## config.mk

```make
export PLATFORM = sky130hd
export DESIGN_NAME = fracnet_mac_dsp48_pipe
export DESIGN_NICKNAME = d
export VERILOG_FILES = /design/src/rtl/fracnet_mac_dsp48_pipe.sv
export SDC_FILE = /design/constraint.sdc
export NUM_CORES = 1
export LEC_CHECK = 0
export BUFFER_PORTS_ARGS = -buffer_cell sky130_fd_sc_hd__buf_4
export CORE_UTILIZATION = 45
export CTS_CLUSTER_SIZE = 10
export DETAILED_ROUTE_END_ITERATION = 7
export SYNTH_ARGS = -nofsm -noshare
export SYNTH_HDL_FRONTEND = slang
export SYNTH_SLANG_ARGS = --single-unit
```

## constraint.sdc

```tcl
create_clock -name clk -period 5.9 [get_ports clk]
set_clock_uncertainty 0.15 [all_clocks]
set_input_delay 0.295 -clock clk [delete_from_list [all_inputs] [get_ports clk]]
set_output_delay 0.295 -clock clk [all_outputs]
set_load 0.01 [all_outputs]
```

## src/rtl/fracnet_mac_dsp48_pipe.sv

```systemverilog
// Pipelined unsigned x signed multiply-accumulate with tag shift register,
// clock-enable stall and saturating or wrapping running accumulator.
module fracnet_mac_dsp48_pipe #(
    parameter int A_WIDTH   = 8,
    parameter int B_WIDTH   = 12,
    parameter int NUM_STAGE = 3,
    parameter int ACC_WIDTH = 32,
    parameter int SATURATE  = 1
) (
    input  logic                 clk,
    input  logic                 reset,
    input  logic                 ce,
    input  logic                 in_valid,
    input  logic [A_WIDTH-1:0]   din0,
    input  logic [B_WIDTH-1:0]   din1,
    input  logic                 acc_en,
    input  logic                 acc_first,
    output logic                 out_valid,
    output logic [ACC_WIDTH-1:0] dout,
    output logic                 ovf
);
    localparam int PW = A_WIDTH + B_WIDTH;
    localparam logic signed [ACC_WIDTH-1:0] ACC_MAX = {1'b0, {(ACC_WIDTH-1){1'b1}}};
    localparam logic signed [ACC_WIDTH-1:0] ACC_MIN = {1'b1, {(ACC_WIDTH-1){1'b0}}};

    logic [A_WIDTH-1:0]   a_q, a_d;
    logic [B_WIDTH-1:0]   b_q, b_d;
    logic [NUM_STAGE-1:0] vld_q, vld_d;
    logic [NUM_STAGE-1:0] acc_en_q, acc_en_d;
    logic [NUM_STAGE-1:0] first_q, first_d;

    logic signed [PW-1:0] a_ext, b_ext, prod_c, prod_last;

    logic signed [ACC_WIDTH-1:0] acc_q, acc_d;
    logic [ACC_WIDTH-1:0]        dout_q, dout_d;
    logic                        out_valid_q, out_valid_d;
    logic                        ovf_q, ovf_d;
    logic signed [ACC_WIDTH-1:0] p_ext;
    logic [ACC_WIDTH:0]          sum;
    logic                        sum_ovf;

    // Operand register and tag shift register; ce=0 freezes everything.
    always_comb begin
        a_d      = a_q;
        b_d      = b_q;
        vld_d    = vld_q;
        acc_en_d = acc_en_q;
        first_d  = first_q;
        if (ce) begin
            a_d         = din0;
            b_d         = din1;
            vld_d[0]    = in_valid;
            acc_en_d[0] = acc_en;
            first_d[0]  = acc_first;
            for (int k = 1; k < NUM_STAGE; k++) begin
                vld_d[k]    = vld_q[k-1];
                acc_en_d[k] = acc_en_q[k-1];
                first_d[k]  = first_q[k-1];
            end
        end
    end

    assign a_ext  = PW'($signed({1'b0, a_q}));
    assign b_ext  = PW'($signed(b_q));
    assign prod_c = a_ext * b_ext;

    generate
        if (NUM_STAGE > 1) begin : g_pipe
            logic signed [PW-1:0] prod_q [NUM_STAGE-1];
            logic signed [PW-1:0] prod_d [NUM_STAGE-1];

            always_comb begin
                for (int k = 0; k < NUM_STAGE-1; k++) prod_d[k] = prod_q[k];
                if (ce) begin
                    prod_d[0] = prod_c;
                    for (int k = 1; k < NUM_STAGE-1; k++) prod_d[k] = prod_q[k-1];
                end
            end

            always_ff @(posedge clk) begin
                if (reset) begin
                    for (int k = 0; k < NUM_STAGE-1; k++) prod_q[k] <= '0;
                end else begin
                    for (int k = 0; k < NUM_STAGE-1; k++) prod_q[k] <= prod_d[k];
                end
            end

            assign prod_last = prod_q[NUM_STAGE-2];
        end else begin : g_nopipe
            assign prod_last = prod_c;
        end
    endgenerate

    assign p_ext   = ACC_WIDTH'(prod_last);
    assign sum     = {acc_q[ACC_WIDTH-1], acc_q} + {p_ext[ACC_WIDTH-1], p_ext};
    assign sum_ovf = sum[ACC_WIDTH] ^ sum[ACC_WIDTH-1];

    always_comb begin
        acc_d       = acc_q;
        dout_d      = dout_q;
        ovf_d       = ovf_q;
        out_valid_d = out_valid_q;
        if (ce) begin
            out_valid_d = vld_q[NUM_STAGE-1];
            if (vld_q[NUM_STAGE-1]) begin
                if (!acc_en_q[NUM_STAGE-1]) begin
                    dout_d = p_ext;
                end else if (first_q[NUM_STAGE-1]) begin
                    acc_d  = p_ext;
                    dout_d = p_ext;
                    ovf_d  = 1'b0;
                end else begin
                    acc_d = sum[ACC_WIDTH-1:0];
                    if (sum_ovf) begin
                        ovf_d = 1'b1;
                        // Sign of the wide sum tells which rail was crossed.
                        if (SATURATE != 0) acc_d = sum[ACC_WIDTH] ? ACC_MIN : ACC_MAX;
                    end
                    dout_d = acc_d;
                end
            end
        end
    end

    always_ff @(posedge clk) begin
        if (reset) begin
            a_q         <= '0;
            b_q         <= '0;
            vld_q       <= '0;
            acc_en_q    <= '0;
            first_q     <= '0;
            acc_q       <= '0;
            dout_q      <= '0;
            out_valid_q <= 1'b0;
            ovf_q       <= 1'b0;
        end else begin
            a_q         <= a_d;
            b_q         <= b_d;
            vld_q       <= vld_d;
            acc_en_q    <= acc_en_d;
            first_q     <= first_d;
            acc_q       <= acc_d;
            dout_q      <= dout_d;
            out_valid_q <= out_valid_d;
            ovf_q       <= ovf_d;
        end
    end

    assign out_valid = out_valid_q;
    assign dout      = dout_q;
    assign ovf       = ovf_q;
endmodule

```

======== Word level (Yosys, flattened, before mapping) ========
Memories as Yosys holds them, arrays and structs flattened.
Index checks and enable logic that the tools add are counted.
operators by class
  $add $sub $neg .......................... 1
  $mul .................................... 1
  divide/modulo/power cells ............... 0
  magnitude comparators ................... 0
  equality and inequality tests ........... 0
  shift operators ......................... 0
  multiplexer cells ....................... 12
  bitwise logic cells ..................... 3
  reductions and logical operators ........ 4
operators by type and width
  kind                                           number
  32-bit two-way mux                             4
  20-bit two-way mux                             2
  40-bit two-way mux                             1
  32-bit by 20-bit adder with 33-bit output      1
  9-bit by 12-bit multiplier with 20-bit output  1
  1-bit two-way mux                              5
  4-bit AND reduction                            1
  3-bit AND reduction                            1
  1-bit bitwise OR                               2
  2-bit AND reduction                            1
  2-bit nonzero test                             1
  1-bit XOR                                      1
storage, ports and cells
  register bits ........................... 95
  bits in latches ......................... 0
  memory bits (writable) .................. 40
  bits in read-only memories .............. 0
  output and inout port bits .............. 34
  word-level logic and storage cells ...... 31
  memories ................................ 1
memories
  memory         words  width  read ports  clocked after Yosys merged registers in  write ports  line  RTL
  g_pipe.prod_q  2      20     2           0                                        2            69    logic signed [PW-1:0] prod_q [NUM_STAGE-1];

======== Longest topological paths before layout ========
An unclocked memory read counts as a cell.
  depth after elaboration ................. 6
  gate-level depth with buffers ........... 20
  gate-level depth less buffers ........... 19

======== Worst setup path after synthesis ========
Ideal clock, no wire load.
  kind .................................... flip-flop to flip-flop
  from .................................... register a_q[0]
  to ...................................... memory g_pipe.prod_q[0][18] (netlist name)
  setup time .............................. 0.106 ns
  arrival ................................. 4.595 ns
  required time ........................... 5.644 ns
  slack ................................... 1.049 ns
  cell stages (with the launch flop) ...... 19
  buffers on the path ..................... 1
  cells stage by stage .................... dfxtp_1 -> clkbuf_1 -> nand2_1 -> inv_1 -> fa_1 -> fa_1 -> fa_1 -> inv_1 -> fa_1 -> inv_1 -> ha_1 -> a21o_1 -> a21o_1 -> a21o_1 -> a21oi_1 -> o21ai_0 -> a21o_1 -> a21o_1 -> o311ai_0
RTL lines
  what                    line  RTL
  from (decl)             26    logic [A_WIDTH-1:0] a_q, a_d;
  from (signal assigned)  127   a_q <= '0;
  from (signal assigned)  137   a_q <= a_d;
  to (decl)               69

==> flow_summary.json <==
{
  "synth_edf_count": 0,
  "arrival_ns": 5.36,
  "num_vias": 8617,
  "synth.distinct_cells": 68,
  "io_pins": 60,
  "end_kind": "register",
  "finalPower_w": 0.00236,
  "wl_per_cell_um": 17.1,
  "synth_ff_type": "dfxtp_1",
  "cts_made_buffers": 17,
  "ys_seq_area_share_pct": 25.9,
  "max_slew_margin_pct": 19.1,
  "cts_max_path_buffers": 2,
  "fmax_mhz": 193,
  "cts_max_level": 4,
  "synthArstFlopShare_pct": 0,
  "drc": 0,
  "start_util_pct": 45.9,
  "syn_nets": 1394,
  "portBuffers": 59,
  "rows": 55,
  "timing.final.crit_share_pct": 88.0,
  "vias_per_cell": 5.52,
  "fillers": 2168,
  "finalMaxSlewViolations": 0,
  "wirelength_um": 26700,
  "ys_ff_latch": 135,
  "netlist_instances": 1220,
  "grt_pass1_wl_um": 43900,
  "first_global_vias": 8642,
  "syn_avg_cell_area_um2": 8.55,
  "synth_area_mm2": 0.0104,
  "grt_max_degree": 91,
  "crit_type": "register to register",
  "multi_input_area_mm2": 0.00700,
  "drive_gt1_share_pct": 9.02,
  "clk_pin_slew_ns": 0.07,
  "status": "finished, final reports clean",
  "power_density_mw_per_mm2": 199,
  "firstDrtPassIters": 4,
  "vdd_drop_max_mv": 0.191,
  "hold_ws_ns": 0.0697,
  "place_area_mm2": 0.0110,
  "dp_cells": 1505,
  "stdcell_count": 1560,
  "core_mm2": 0.0227,
  "cap_violations": 0,
  "place_congestion": 0.895,
  "num_antenna_cells": 0,
  "dp_hpwl_um": 19300,
  "hold_viol_final": 0,
  "fin_crit_ns": 5.19,
  "antenna_found_initial": 0,
  "ant_nets": 0,
  "cts_tree": "built",
  "design.die.area_mm2": 0.0238,
  "rsz0062_at_grt": "false",
  "worstMarginPinSlew_ns": 1.21,
  "crit_path_start_kind": "register",
  "finalSetupViolations": 0,
  "grt_overflow": 0,
  "finalInstanceArea_mm2": 0.0118,
  "seq_area_mm2": 0.00270,
  "die_h_um": 154,
  "crit_required_ns": 6.07,
  "die_w_um": 154,
  "ys_warn_count": 0,
  "cts_setup_buffers": 0,
  "cts_root_buffer": "clkbuf_16",
  "finalNetCount": 1436,
  "min_path_type": "primary input to register",
  "power_leakage_nw": 5.53,
  "clk_latency_ns": 0.43,
  "syn2layout_area_growth_pct": 13.6,
  "setup-tns-final_ns": 0,
  "final_common_cell": "dfxtp_1",
  "drt_iter0_markers": 440,
  "grt_usage_pct": 23.5,
  "path_max_fanout": 13,
  "clkSinkCount": 135,
  "final_cell_mix": "dfxtp_1 (135), inv_1 (124), nand2_1 (118)"
}
-- worst paths after layout --
kind | start | to | slack, ns | cells after the start
worst min-delay path | reset | acc_en_q[0]$_SDFFE_PP0P_ | 0.07 | 2
worst max register to register | a_q[2]$_SDFFE_PP0P_ | g_pipe.prod_q[0][18]$_SDFFE_PP0P_ | 0.71 | 15
worst max-delay path | a_q[2]$_SDFFE_PP0P_ | g_pipe.prod_q[0][18]$_SDFFE_PP0P_ | 0.71 | 15
worst min register to register | dout[12]$_SDFFE_PP0P_ | dout[12]$_SDFFE_PP0P_ | 0.30 | 2
-- Yosys cell counts (8+ instances only) --
master | instances | share of area (%)
xnor2_1 | 31 | 2.6
nor2_1 | 113 | 4.1
xor2_1 | 11 | 0.92
o21ai_0 | 36 | 1.7
nand3_1 | 26 | 1.2
nand2_1 | 118 | 4.2
nor3_1 | 11 | 0.53
o221ai_1 | 21 | 1.8
ha_1 | 71 | 8.5
a21oi_1 | 92 | 4.4
inv_1 | 124 | 4.5
and3_1 | 8 | 0.48
o211ai_1 | 14 | 1.0
a31oi_1 | 8 | 0.48
dfxtp_1 | 135 | 26
fa_1 | 77 | 15
mux2i_1 | 65 | 6.2
a211oi_1 | 10 | 0.72
a21o_1 | 17 | 1.2
clkbuf_1 | 53 | 1.9
nand2b_1 | 14 | 0.84
and2_1 | 62 | 3.7
-- layout make-up --
cell class	instances	area share (%)
Inverter	124	3.93
Multi-Input combinational cell	896	59.1
Timing Repair Buffer	88	6.06
Sequential cell	135	22.8
Tap cell	285	3.01
Clock buffer	17	3.59
Clock inverter	15	1.51
-- registers in the layout, indices dropped and copies added, names as in the netlist --
signal,cells
g_pipe.prod_q,40
out_valid,1
first_q,3
b_q,12
vld_q,3
a_q,8
dout,32
ovf,1
acc_en_q,3
acc_q,32
-- worst max-delay path: stages, from the launching register on --
cell	delay [ns]
dfxtp_1	0.63
nand2_1	0.16
fa_1	0.56
inv_1	0.05
fa_1	0.48
fa_1	0.50
inv_1	0.05
fa_1	0.52
inv_1	0.04
ha_1	0.21
or3_1	0.39
o21ai_0	0.41
o21ai_0	0.23
a21o_1	0.21
a21o_1	0.18
o311ai_0	0.30
-- layer usage --
layer  global-route usage, %  wire length [um]  vias up
li1                        -                 -     4238
met1                    28.7             11800     4153
met2                    41.5             13200      173
met3                    3.31               809       53
met4                    9.67               803        0
met5                       0                 0        -
-- cell families after synthesis --
group | after synthesis | synth area share, %
mux | 66 | 6.38
fa+ha+maj | 148 | 23.3
flops | 135 | 25.9
buf+inv | 189 | 6.95
compound gates | 269 | 17.4
xor+xnor | 42 | 3.53
simple gates | 371 | 16.5
-- stage by stage --
stage | util (%) | worst slack [ns]
after floorplan | - | 1.05
after global placement | 48.5 | 0.856
after detailed placement | 48.5 | 0.742
after CTS | 52.2 | 0.693
after global routing | 52.2 | 0.312
final | 52.2 | 0.706
-- timing repair --
item / CTS / global route
hold buffers: 23 / 0
hold endpoints to repair: 23 / 0
setup endpoints to repair: 0 / 0
gates resized for setup: 0 / 0
-- where the power goes --
part	internal, W	switching (W)	leakage [nW]
Clock	0.000667	0.000444	0.291
Sequential	0.000936	0.0000404	1.09
Combinational	0.000122	0.000152	4.15
Power figures use the tool's default switching activity.
